===== src/rtl/cdc_rx_pkg.sv =====
// ---------------------------------------------------------------------------
// cdc_rx_pkg
// Shared definitions for the toggle-handshake CDC receiver.
//   state_t      : receiver FSM states (IDLE = nothing held, FULL = payload held)
//   SYNC_STAGES  : request synchronizer depth, 2 by default, 3 when the
//                  build macro CDC_RX_SYNC3_EN is defined
//   COUNT_W      : width of the completed-transfer counter
// ---------------------------------------------------------------------------
package cdc_rx_pkg;

    localparam int COUNT_W = 16;

`ifdef CDC_RX_SYNC3_EN
    localparam int SYNC_STAGES = 3;
`else
    localparam int SYNC_STAGES = 2;
`endif

    typedef enum logic {
        IDLE = 1'b0,
        FULL = 1'b1
    } state_t;

endpackage


===== src/rtl/cdc_sync_bit.sv =====
// ---------------------------------------------------------------------------
// cdc_sync_bit
// Multi-flop synchronizer for a single level/toggle signal entering the
// clkB domain.
//   STAGES     : number of flops in the chain (>= 2)
//   clkB       : destination clock
//   reset      : asynchronous active-high reset, clears every flop
//   async_bit  : signal from the foreign domain
//   sync_bit   : synchronized copy (last flop of the chain)
// ---------------------------------------------------------------------------
module cdc_sync_bit #(
    parameter int STAGES = 2
) (
    input  logic clkB,
    input  logic reset,
    input  logic async_bit,
    output logic sync_bit
);

    logic [STAGES-1:0] chain;

    always_ff @(posedge clkB or posedge reset) begin
        if (reset) begin
            chain <= '0;
        end else begin
            chain <= {chain[STAGES-2:0], async_bit};
        end
    end

    assign sync_bit = chain[STAGES-1];

endmodule


===== src/rtl/cdc_handshake_rx.sv =====
// ---------------------------------------------------------------------------
// cdc_handshake_rx
// Receive side of a two-phase (toggle) request/acknowledge CDC handshake.
// A toggle on io_req_async announces a new payload on io_data_async; once
// the synchronized request differs from the local ack, the payload is
// captured and offered downstream with valid/ready. Acceptance toggles the
// acknowledge back to the source and bumps a wrapping transfer counter.
//
// Build option: define CDC_RX_SYNC3_EN for a 3-flop request synchronizer
// (adds one cycle of request-to-valid latency); default is 2 flops.
//
// Ports
//   clkB          in   1      sole clock, rising edge
//   reset         in   1      asynchronous active-high reset
//   io_req_async  in   1      toggle request from the foreign domain
//   io_data_async in   WIDTH  payload, stable while req != ack
//   io_ack        out  1      toggle acknowledge to the source
//   io_out_valid  out  1      captured payload available
//   io_out_ready  in   1      downstream accepts payload
//   io_out_data   out  WIDTH  captured payload
//   io_count      out  16     completed-transfer count (wraps)
// ---------------------------------------------------------------------------
module cdc_handshake_rx
    import cdc_rx_pkg::*;
#(
    parameter int WIDTH = 8
) (
    input  logic               clkB,
    input  logic               reset,
    input  logic               io_req_async,
    input  logic [WIDTH-1:0]   io_data_async,
    output logic               io_ack,
    output logic               io_out_valid,
    input  logic               io_out_ready,
    output logic [WIDTH-1:0]   io_out_data,
    output logic [COUNT_W-1:0] io_count
);

    state_t               state;
    state_t               next_state;
    logic                 req_s;
    logic                 ack_q;
    logic [WIDTH-1:0]     data_q;
    logic [COUNT_W-1:0]   count_q;
    logic                 capture;
    logic                 accept;

    // Only the request crosses through a synchronizer; the payload is
    // sampled directly because the source holds it while req != ack.
    cdc_sync_bit #(
        .STAGES (SYNC_STAGES)
    ) u_req_sync (
        .clkB      (clkB),
        .reset     (reset),
        .async_bit (io_req_async),
        .sync_bit  (req_s)
    );

    // State register
    always_ff @(posedge clkB or posedge reset) begin
        if (reset) begin
            state <= IDLE;
        end else begin
            state <= next_state;
        end
    end

    // Next-state logic. Further request toggles while FULL are simply not
    // looked at; they are picked up after the return to IDLE.
    always_comb begin
        next_state = state;
        case (state)
            IDLE: if (req_s != ack_q) next_state = FULL;
            FULL: if (io_out_ready)   next_state = IDLE;
            default: next_state = IDLE;
        endcase
    end

    // Output logic. Valid is a pure function of the registered state, so it
    // never depends combinationally on io_out_ready.
    always_comb begin
        io_out_valid = 1'b0;
        capture      = 1'b0;
        accept       = 1'b0;
        case (state)
            IDLE: capture = (req_s != ack_q);
            FULL: begin
                io_out_valid = 1'b1;
                accept       = io_out_ready;
            end
            default: ;
        endcase
    end

    // Payload, acknowledge and counter registers. Reset drops any held
    // payload without toggling the acknowledge.
    always_ff @(posedge clkB or posedge reset) begin
        if (reset) begin
            data_q  <= '0;
            ack_q   <= 1'b0;
            count_q <= '0;
        end else begin
            if (capture) begin
                data_q <= io_data_async;
            end
            if (accept) begin
                ack_q   <= ~ack_q;
                count_q <= count_q + COUNT_W'(1);
            end
        end
    end

    assign io_ack      = ack_q;
    assign io_out_data = data_q;
    assign io_count    = count_q;

endmodule


===== config.mk =====
export PLATFORM = sky130hd
export DESIGN_NAME = cdc_handshake_rx
export DESIGN_NICKNAME = d
export VERILOG_FILES = /design/src/rtl/cdc_rx_pkg.sv /design/src/rtl/cdc_sync_bit.sv /design/src/rtl/cdc_handshake_rx.sv
export SDC_FILE = /design/constraint.sdc
export NUM_CORES = 1
export LEC_CHECK = 0
export CAP_MARGIN = 20
export CORE_ASPECT_RATIO = 0.8
export CORE_MARGIN = 1.5
export CORE_UTILIZATION = 30
export CTS_CLUSTER_DIAMETER = 80
export DETAILED_ROUTE_END_ITERATION = 10
export PLACE_DENSITY_LB_ADDON = 0.05
export SLEW_MARGIN = 10
export SYNTH_ARGS = -nofsm -noshare
export SYNTH_HDL_FRONTEND = slang
export SYNTH_HIERARCHICAL = 1
export SYNTH_SLANG_ARGS = --single-unit

===== constraint.sdc =====
create_clock -name clkB -period 1.5 [get_ports clkB]
set_input_delay 0.225 -clock clkB [delete_from_list [all_inputs] [get_ports clkB]]
set_output_delay 0.225 -clock clkB [all_outputs]
set_load 0.01 [all_outputs]

==> impl_metrics.ini <==
[power_and_ir_drop]
p_total_mw = 3.044
p_leak_nw = 0.8368
ir_drop_mv = 1.056
power-per-cell-area_mw_per_mm2 = 1681

[cells_and_area]
nNetsFinal = 160
drive_above_1_share_pct = 31.51
syn2layout_area_growth_pct = 60.78
antenna_cells = 0
final_common_cell = clkdlybuf4s50_1
final_cell_mix = clkdlybuf4s50_1, dfrtp_1, buf_4, xnor2_1, mux2_2

[clock_tree]
htree_num_levels = 1
clkLatencyLatePin_ns = 0.27
cts_sinks = 28
clkTransAtPathRegs_ns = 0.10
cts-root-buf = clkbuf_8
clockBufferDepth = 2
cts_made_buffers = 3
tritoncts = done

[sta]
fmax_ghz = 0.6833
tightest_slew_ns = 0.2982
hold_violations = 0
finalCriticalPeriod_ns = 1.464
maxSlewHeadroom_pct = 80.06
slew_violations = 0
grt_setup_unrepaired = true
period_share_pct = 97.57
clock_skew_ns = 0.001556
holdWs_ns = 0.1143
setup_viol = 0

[setup_path]
worstSetupPathType = reg2out
cp_data_required_time_ns = 1.27
crit_buf_inv = 1
crit_family = buffers and inverters
cp.arrival_ns = 1.24
rr_startpoint = io_ack
path_cells = clkdlybuf4s50_1
worstPathMaxFanout = 3
crit_path_max_incr_delay_ns = 0.56
reg2reg_slack_ns = 0.05
critPathLaunchType = flip-flop
crit_path_end_kind = output pin
rr_worst_depth = 5
timing.rr.end = io_out_data[7]
crit_path_top_delay_cell = clkdlybuf4s50_1

[synthesis]
syn-num-nets = 95
syn_inst = 82
synth.distinct_cells = 18
synth-seq-area-share_pct = 62.22
synth_warnings = 6
synth-seq-cells = 28
avgSynthCellArea_um2 = 13.73
syn_area_mm2 = 0.001126

[global_route]
overflow = 0
grt_first_pass_wirelength_um = 3891
antenna_found_initial = 0
track_usage_pct = 12.28
grt_max_degree = 19
grt_pass1_vias = 810

[placement]
portBuffers = 37
dp.final_hpwl_um = 1686
place_congestion = 0.7260

[routing]
route.detailed.drc = 0
via_per_inst = 4.436
num_vias = 834
dr.pass1.iters = 6
routed_wl_um = 2438
ant_nets = 0
drt_iter0_markers = 61
wl_per_cell_um = 12.97

[floorplan]
die-area_mm2 = 0.004133
rows = 19
fp.dieW_um = 71.50
dieHeight_um = 57.80
placeableCoreArea_mm2 = 0.003518
io_pins = 38
start_util_pct = 32.01

[job]
cap_violations = 0

[run_status]
status = finished, final reports clean

[hold_path]
min_path_type = in2async
## metal layers
layer | share of wire, % | global-route usage, %
met1 | 49 | 17.52
met2 | 45 | 18.42
met3 | 5.5 | 4.696
met4 | 0.53 | 1.617
met5 | 0 | 0
## area by class of cell
type	instances	area, µm²
Inverter	3	11.26
Tap cell	42	52.55
Fill cell	318	1708
Sequential cell	28	701.9
Clock buffer	3	41.29
Multi-Input combinational cell	51	424.2
Timing Repair Buffer	60	549.3
Clock inverter	1	30.03
## cells in the mapped netlist
cell     number  area share, %
dfrtp_1      28             62
nand2_2       1           0.56
and3_1        1           0.56
and2_2        1           0.67
ha_1          1            1.1
nand2_1       4            1.3
a21oi_1       1           0.44
nor2_1        1           0.33
nand4_1       5            2.8
inv_1         3            1.0
xnor2_1      15             12
and4_4        2            2.0
nand3_1       5            2.2
xor2_1        2            1.6
nor3_4        1            1.4
nor2_2        1           0.56
and2_1        1           0.56
mux2_2        9            9.0
## sequential cells by signal (all words and copies together) (netlist names)
signal            count
io_count             16
io_ack                1
io_out_data           8
state                 1
u_req_sync/chain      2
## worst max-delay path by stage
stage	from	to	slack [ns]	cells after the start
after global routing	io_count[0]	io_count[8]	-0.01	7
final	io_ack	io_ack	0.04	1
after floorplan	io_count[0]	io_count[8]	0.16	5
after detailed placement	io_out_ready	io_count[15]	-0.11	5
after global placement	io_out_ready	io_count[7]	-0.06	5
after CTS	io_count[3]	io_count[3]	0.001	1
## logic make-up (layout without fill, tap and decap cells)
| kind of cell | after synthesis | in the layout | synth area share (%) |
|---|---|---|---|
| AOI/OAI and AO/OA | 1 | 1 | 0.4440 |
| and+or+nand+nor | 23 | 23 | 13.00 |
| xor gates and xnor gates | 17 | 17 | 13.22 |
| muxes | 9 | 9 | 9.000 |
| DFF | 28 | 28 | 62.22 |
| adders and majority gates | 1 | 1 | 1.111 |
| buffers and inverters | 3 | 67 | 0.9999 |
## metrics by stage
step	setup TNS [ns]	util (%)	worst slack, ns	instance area (µm²)	std cells
after global routing	-0.01397	51.46	-0.01316	1810	188
after floorplan	0	-	0.1575	1126	82
after global placement	-0.1893	45.31	-0.05566	1594	167
final	0	51.46	0.03645	1810	188
after detailed placement	-0.4248	45.31	-0.1096	1594	167
after CTS	0	49.25	0.001036	1733	180
## power breakdown
part	internal [mW]	switching [mW]	leakage [nW]
combinational	0.825	0.487	0.448
sequential	0.982	0.157	0.353
clock	0.357	0.237	0.0357
total	2.16	0.880	0.837
## what timing repair did
| item | 4_1_cts | 5_1_grt |
|---|---|---|
| pin swaps | 0 | 1 |
| buffers inserted | 9 | 8 |
| endpoints found under the setup margin | 9 | 14 |
| resized for setup | 2 | 6 |
| hold buffers | 0 | 0 |
No activity file was read; power rests on OpenSTA's default activity.
